**config.mk**
```make
export PLATFORM = sky130hd
export DESIGN_NAME = uart_rx_os
export DESIGN_NICKNAME = d
export VERILOG_FILES = /design/src/rtl/uart_rx_os.sv
export SDC_FILE = /design/constraint.sdc
export NUM_CORES = 1
export LEC_CHECK = 0
export CAP_MARGIN = 40
export CORE_UTILIZATION = 45
export CTS_CLUSTER_DIAMETER = 200
export DETAILED_ROUTE_END_ITERATION = 12
export GPL_TIMING_DRIVEN = 0
export HOLD_SLACK_MARGIN = 0.15
export MAX_ROUTING_LAYER = met4
export PLACE_DENSITY = 0.75
export SLEW_MARGIN = 20
export SYNTH_ARGS = -nofsm -noshare
export SYNTH_HDL_FRONTEND = slang
export SYNTH_SLANG_ARGS = --single-unit
```
**constraint.sdc**
```tcl
create_clock -name clk -period 1.68 [get_ports clk]
set_input_delay 0.42 -clock clk [delete_from_list [all_inputs] [get_ports clk]]
set_output_delay 0.42 -clock clk [all_outputs]
set_load 0.05 [all_outputs]
```
**src/rtl/uart_rx_os.sv**
```systemverilog
// 16x-oversampling UART receiver: synchronises rx, validates the start bit at
// mid-bit, centre-samples data/parity/stop and reports word, done pulse and flags.
module uart_rx_os #(
  parameter int DATA_BITS  = 8,
  parameter int PARITY_EN  = 0,
  parameter int PARITY_ODD = 0,
  parameter int OS_RATE    = 16
) (
  input  logic                 clk,
  input  logic                 rst_n,
  input  logic                 tick,
  input  logic                 rx,
  output logic [DATA_BITS-1:0] data_out,
  output logic                 rx_done,
  output logic                 parity_err,
  output logic                 frame_err,
  output logic                 busy
);

  localparam int TW = $clog2(OS_RATE);
  localparam int BW = $clog2(DATA_BITS + 1);
  localparam logic [TW-1:0] TICK_MID = TW'(OS_RATE / 2 - 1);
  localparam logic [TW-1:0] TICK_END = TW'(OS_RATE - 1);
  localparam logic [BW-1:0] BIT_LAST = BW'(DATA_BITS - 1);
  localparam logic          PAR_ODD  = (PARITY_ODD != 0);
  localparam logic          PAR_EN   = (PARITY_EN != 0);

  typedef enum logic [2:0] {IDLE, START, DATA, PARITY, STOP} state_t;

  state_t                 state_r;
  logic [1:0]             sync_r;
  logic                   rx_s;
  logic [TW-1:0]          tick_cnt_r;
  logic [BW-1:0]          bit_cnt_r;
  logic [DATA_BITS-1:0]   shift_r;
  logic                   perr_r;

  function automatic logic parity_mismatch(input logic [DATA_BITS-1:0] word,
                                           input logic par_bit);
    return ((^word) ^ par_bit) != PAR_ODD;
  endfunction

  assign rx_s = sync_r[1];

  // Two-flop synchroniser for the asynchronous serial line (idle high).
  always_ff @(posedge clk or negedge rst_n) begin
    if (!rst_n) begin
      sync_r <= 2'b11;
    end else begin
      sync_r <= {sync_r[0], rx};
    end
  end

  // Receive FSM; counters only move on tick, flags/data are updated at mid-stop.
  always_ff @(posedge clk or negedge rst_n) begin
    if (!rst_n) begin
      state_r    <= IDLE;
      tick_cnt_r <= '0;
      bit_cnt_r  <= '0;
      shift_r    <= '0;
      perr_r     <= 1'b0;
      data_out   <= '0;
      rx_done    <= 1'b0;
      parity_err <= 1'b0;
      frame_err  <= 1'b0;
      busy       <= 1'b0;
    end else begin
      rx_done <= 1'b0;
      case (state_r)
        IDLE: begin
          if (!rx_s) begin
            state_r    <= START;
            tick_cnt_r <= '0;
            busy       <= 1'b1;
          end
        end
        START: begin
          if (tick) begin
            if (tick_cnt_r == TICK_MID) begin
              tick_cnt_r <= '0;
              if (!rx_s) begin
                state_r   <= DATA;
                bit_cnt_r <= '0;
                perr_r    <= 1'b0;
              end else begin
                // Line went back high before mid-bit: treat as a glitch.
                state_r <= IDLE;
                busy    <= 1'b0;
              end
            end else begin
              tick_cnt_r <= tick_cnt_r + 1'b1;
            end
          end
        end
        DATA: begin
          if (tick) begin
            if (tick_cnt_r == TICK_END) begin
              tick_cnt_r <= '0;
              shift_r    <= {rx_s, shift_r[DATA_BITS-1:1]};
              bit_cnt_r  <= bit_cnt_r + 1'b1;
              if (bit_cnt_r == BIT_LAST) begin
                state_r <= PAR_EN ? PARITY : STOP;
              end
            end else begin
              tick_cnt_r <= tick_cnt_r + 1'b1;
            end
          end
        end
        PARITY: begin
          if (tick) begin
            if (tick_cnt_r == TICK_END) begin
              tick_cnt_r <= '0;
              perr_r     <= parity_mismatch(shift_r, rx_s);
              state_r    <= STOP;
            end else begin
              tick_cnt_r <= tick_cnt_r + 1'b1;
            end
          end
        end
        STOP: begin
          if (tick) begin
            if (tick_cnt_r == TICK_END) begin
              // Leave at mid-stop so a back-to-back start edge is not missed.
              tick_cnt_r <= '0;
              data_out   <= shift_r;
              frame_err  <= ~rx_s;
              parity_err <= perr_r;
              rx_done    <= 1'b1;
              busy       <= 1'b0;
              state_r    <= IDLE;
            end else begin
              tick_cnt_r <= tick_cnt_r + 1'b1;
            end
          end
        end
        default: begin
          state_r    <= IDLE;
          tick_cnt_r <= '0;
          busy       <= 1'b0;
        end
      endcase
    end
  end

endmodule
```
==> results.tsv <==
metric	value	unit
status	finished, violations left	
violations	setup timing	
p_int	1.53	mW
arrival	1.97	ns
tns	-0.0979	ns
fillers	269	
synth_most_common_cell	dfrtp_1	
worstPathMaxFanout	6	
fin_crit_sh	1.04	
critPathLaunchType	flop	
p_sw	842	uW
root_buffer	clkbuf_4	
slowest_delay	0.54	ns
fin_ws	-0.0699	ns
rows	21	
slew-limit-headroom	0.669	
dr.pass1.iters	4	
ys.warnings.count	0	
finalHoldViolCount	0	
synth_top_area_frac	0.485	
syn-num-nets	154	
hpwl	2020	um
initial_core_util	0.483	
worst_ep_required_time	1.90	ns
portBuffers	15	
clkPwrFrac	0.184	
async_flop_share	1.00	
reg2reg_to	bit_cnt_r[3]	
die_x	62.6	um
use_met3	0.0493	
grt_pass1_vias	1194	
layout-drive-gt1-share	0.323	
synthTopCellsByArea	dfrtp_1, mux2_2, xnor2_1	
netlist_area	0.00165	mm2
clock_sinks	34	
die_area	0.00391	mm2
ys_seq_elements	34	
gp_congestion	0.854	
die_y	62.6	um
power_density	1130	mW/mm2
cp-end-kind	flop	
whs	0.366	ns
cts_tree	done	
rrSetupSlack	-0.07	ns
ys_seq_area_frac	0.517	
fmax	571	MHz
hold_depth	0	
min_path_type	flop to flop	
crit_slowest_cell	or4b_4	
criticalPathCategory	flop to flop	
cp_cell_sequence	buf_6 -> or4b_4 -> a211oi_2 -> nand4_1 -> xor2_1 -> nor2_2	
drc	0	
synth_edf_count	0	
grt.met1_usage	0.222	
period_minus_slack	1.75	ns
overflow	0	
num_vias	1264	
diodes	0	
rsz0062_at_grt	true	
register_area	853	um2
syn_inst	148	
synth-main-ff-cell	dfrtp_1	
p_seq_frac	0.419	
setup_violations	2	
ant_nets	0	
wl_per_cell	13.7	um
max-cap-violations	0	
p_comb_frac	0.398	
numCtsBuffers	5	
clock_path_buffers	2	
synth_cell_type_count	41	
drv_slew	0	
synth_commonest_cells	dfrtp_1, mux2_2, nand2_1	
ctsHtreeMaxLevel	2	
vdd_drop_max	0.679	mV
area_growth_syn_to_layout	27.5	%
busiest_layer	met2	
utilization	0.616	
routed_wl	3230	um
grt_max_degree	35	
yosysTopAreaCell	dfrtp_1	
io_pins	16	
grtUsageTotal	0.180	
clock_skew	0.00562	ns
layout.nets	194	
multi_input_area	769	um2
r2r-start	tick_cnt_r[3]	
worst_slew_pin_slew	0.498	ns
clock_latency	0.34	ns
grt_first_pass_wirelength	5350	um
met2_usage	0.281	
avgSynthCellArea	11.2	um2
r2r_cells	6	
viasPerCell	5.38	
total_leakage_power	1.00	nW
drt_iter0_markers	36	
antenna_found_initial	0	
p_sw_frac	0.354	
clkTransAtPathRegs	0.10	ns
holdPathEnd	sync_r[1]	
hp-start	sync_r[0]	
core_area	0.00342	mm2
## metal layers
metal,vias up,part of all wire
met5,-,0
met4,0,0.017
met3,8,0.055
met2,41,0.50
met1,614,0.42
li1,601,-
## power by group through the flow
stage               registers (mW)  logic, mW  clock network [mW]
floorplan                     1.01      0.524                   0
global placement             0.997      0.660                   0
detailed placement            1.00      0.696                   0
CTS                          0.980      0.820               0.446
global route                  1.01       1.03               0.483
finish                       0.995      0.945               0.437
## worst max-delay path by stage
stage	depth (start not counted)	slack, ns	startpoint	end
after floorplan	6	0.0004	tick_cnt_r[3]	bit_cnt_r[3]
after global placement	6	-0.48	tick	perr_r
after detailed placement	6	-0.49	tick	perr_r
after CTS	6	-0.07	tick_cnt_r[3]	bit_cnt_r[3]
after global routing	6	-0.13	tick_cnt_r[3]	bit_cnt_r[3]
final	6	-0.07	tick_cnt_r[3]	bit_cnt_r[3]
## registers in the layout, indices dropped and copies added, names as in the netlist
signal	count
perr_r	1
parity_err	1
rx_done	1
data_out	8
sync_r	2
busy	1
shift_r	8
bit_cnt_r	4
state_r	3
tick_cnt_r	4
frame_err	1
## per-stage QoR
stage / area (um2) / cells / worst slack (ns) / power (mW)
after floorplan: 1660 / 148 / 0.000436 / 1.54
after global placement: 1870 / 209 / -0.478 / 1.66
after detailed placement: 1890 / 210 / -0.493 / 1.70
after CTS: 2030 / 227 / -0.0682 / 2.25
after global routing: 2100 / 235 / -0.125 / 2.52
final: 2100 / 235 / -0.0699 / 2.38
## critical path: cells and delay by family, from the launching register on
family | cells | cell delay [ns]
compound gates | 1 | 0.23
xor+xnor | 1 | 0.18
buf+inv | 1 | 0.13
flops | 1 | 0.38
simple gates | 3 | 0.72
## cell families (layout without fill, tap and decap cells)
family,count (synthesis),count (layout),synth area share
simple gates,40,40,0.128
mux,18,18,0.122
fa+ha+maj,2,2,0.0152
flops,34,34,0.517
compound gates,27,27,0.111
xor+xnor,12,12,0.0637
buf+inv,15,56,0.0432
## layout by cell type (no fill, tap or decap), types with 2 or more instances in the layout
master / n
a211o_1: 2
nand2_1: 12
dfstp_2: 2
nor3_1: 3
nand3_1: 3
a21oi_1: 6
o22ai_1: 2
buf_6: 3
clkbuf_1: 2
clkdlybuf4s15_1: 6
o21ai_0: 5
clkbuf_2: 3
o21ai_1: 2
dfrtp_1: 32
clkbuf_4: 5
inv_1: 8
nand4_1: 2
dlygate4sd2_1: 6
mux2_2: 16
buf_4: 18
nor2_1: 8
xor2_1: 4
xnor2_1: 8
## final cells by class
| class | instances | share of cell area |
|---|---|---|
| Clock buffer | 7 | 0.0214 |
| Timing Repair Buffer | 34 | 0.138 |
| Clock inverter | 1 | 0.00357 |
| Buffer | 6 | 0.0244 |
| Inverter | 8 | 0.0143 |
| Multi-Input combinational cell | 99 | 0.366 |
| Sequential cell | 34 | 0.405 |
| Tap cell | 46 | 0.0273 |
## repair_timing
| action | in CTS | in global routing |
|---|---|---|
| buffers inserted | 8 | 9 |
| endpoints found under the hold margin | 32 | 0 |
| hold buffers | 1 | 0 |
| setup endpoints to repair | 31 | 22 |
| pin swaps | 4 | 3 |
| cloned | 0 | 0 |
| gates resized for setup | 22 | 17 |
Note: power is estimated with default switching activity, not from simulation.
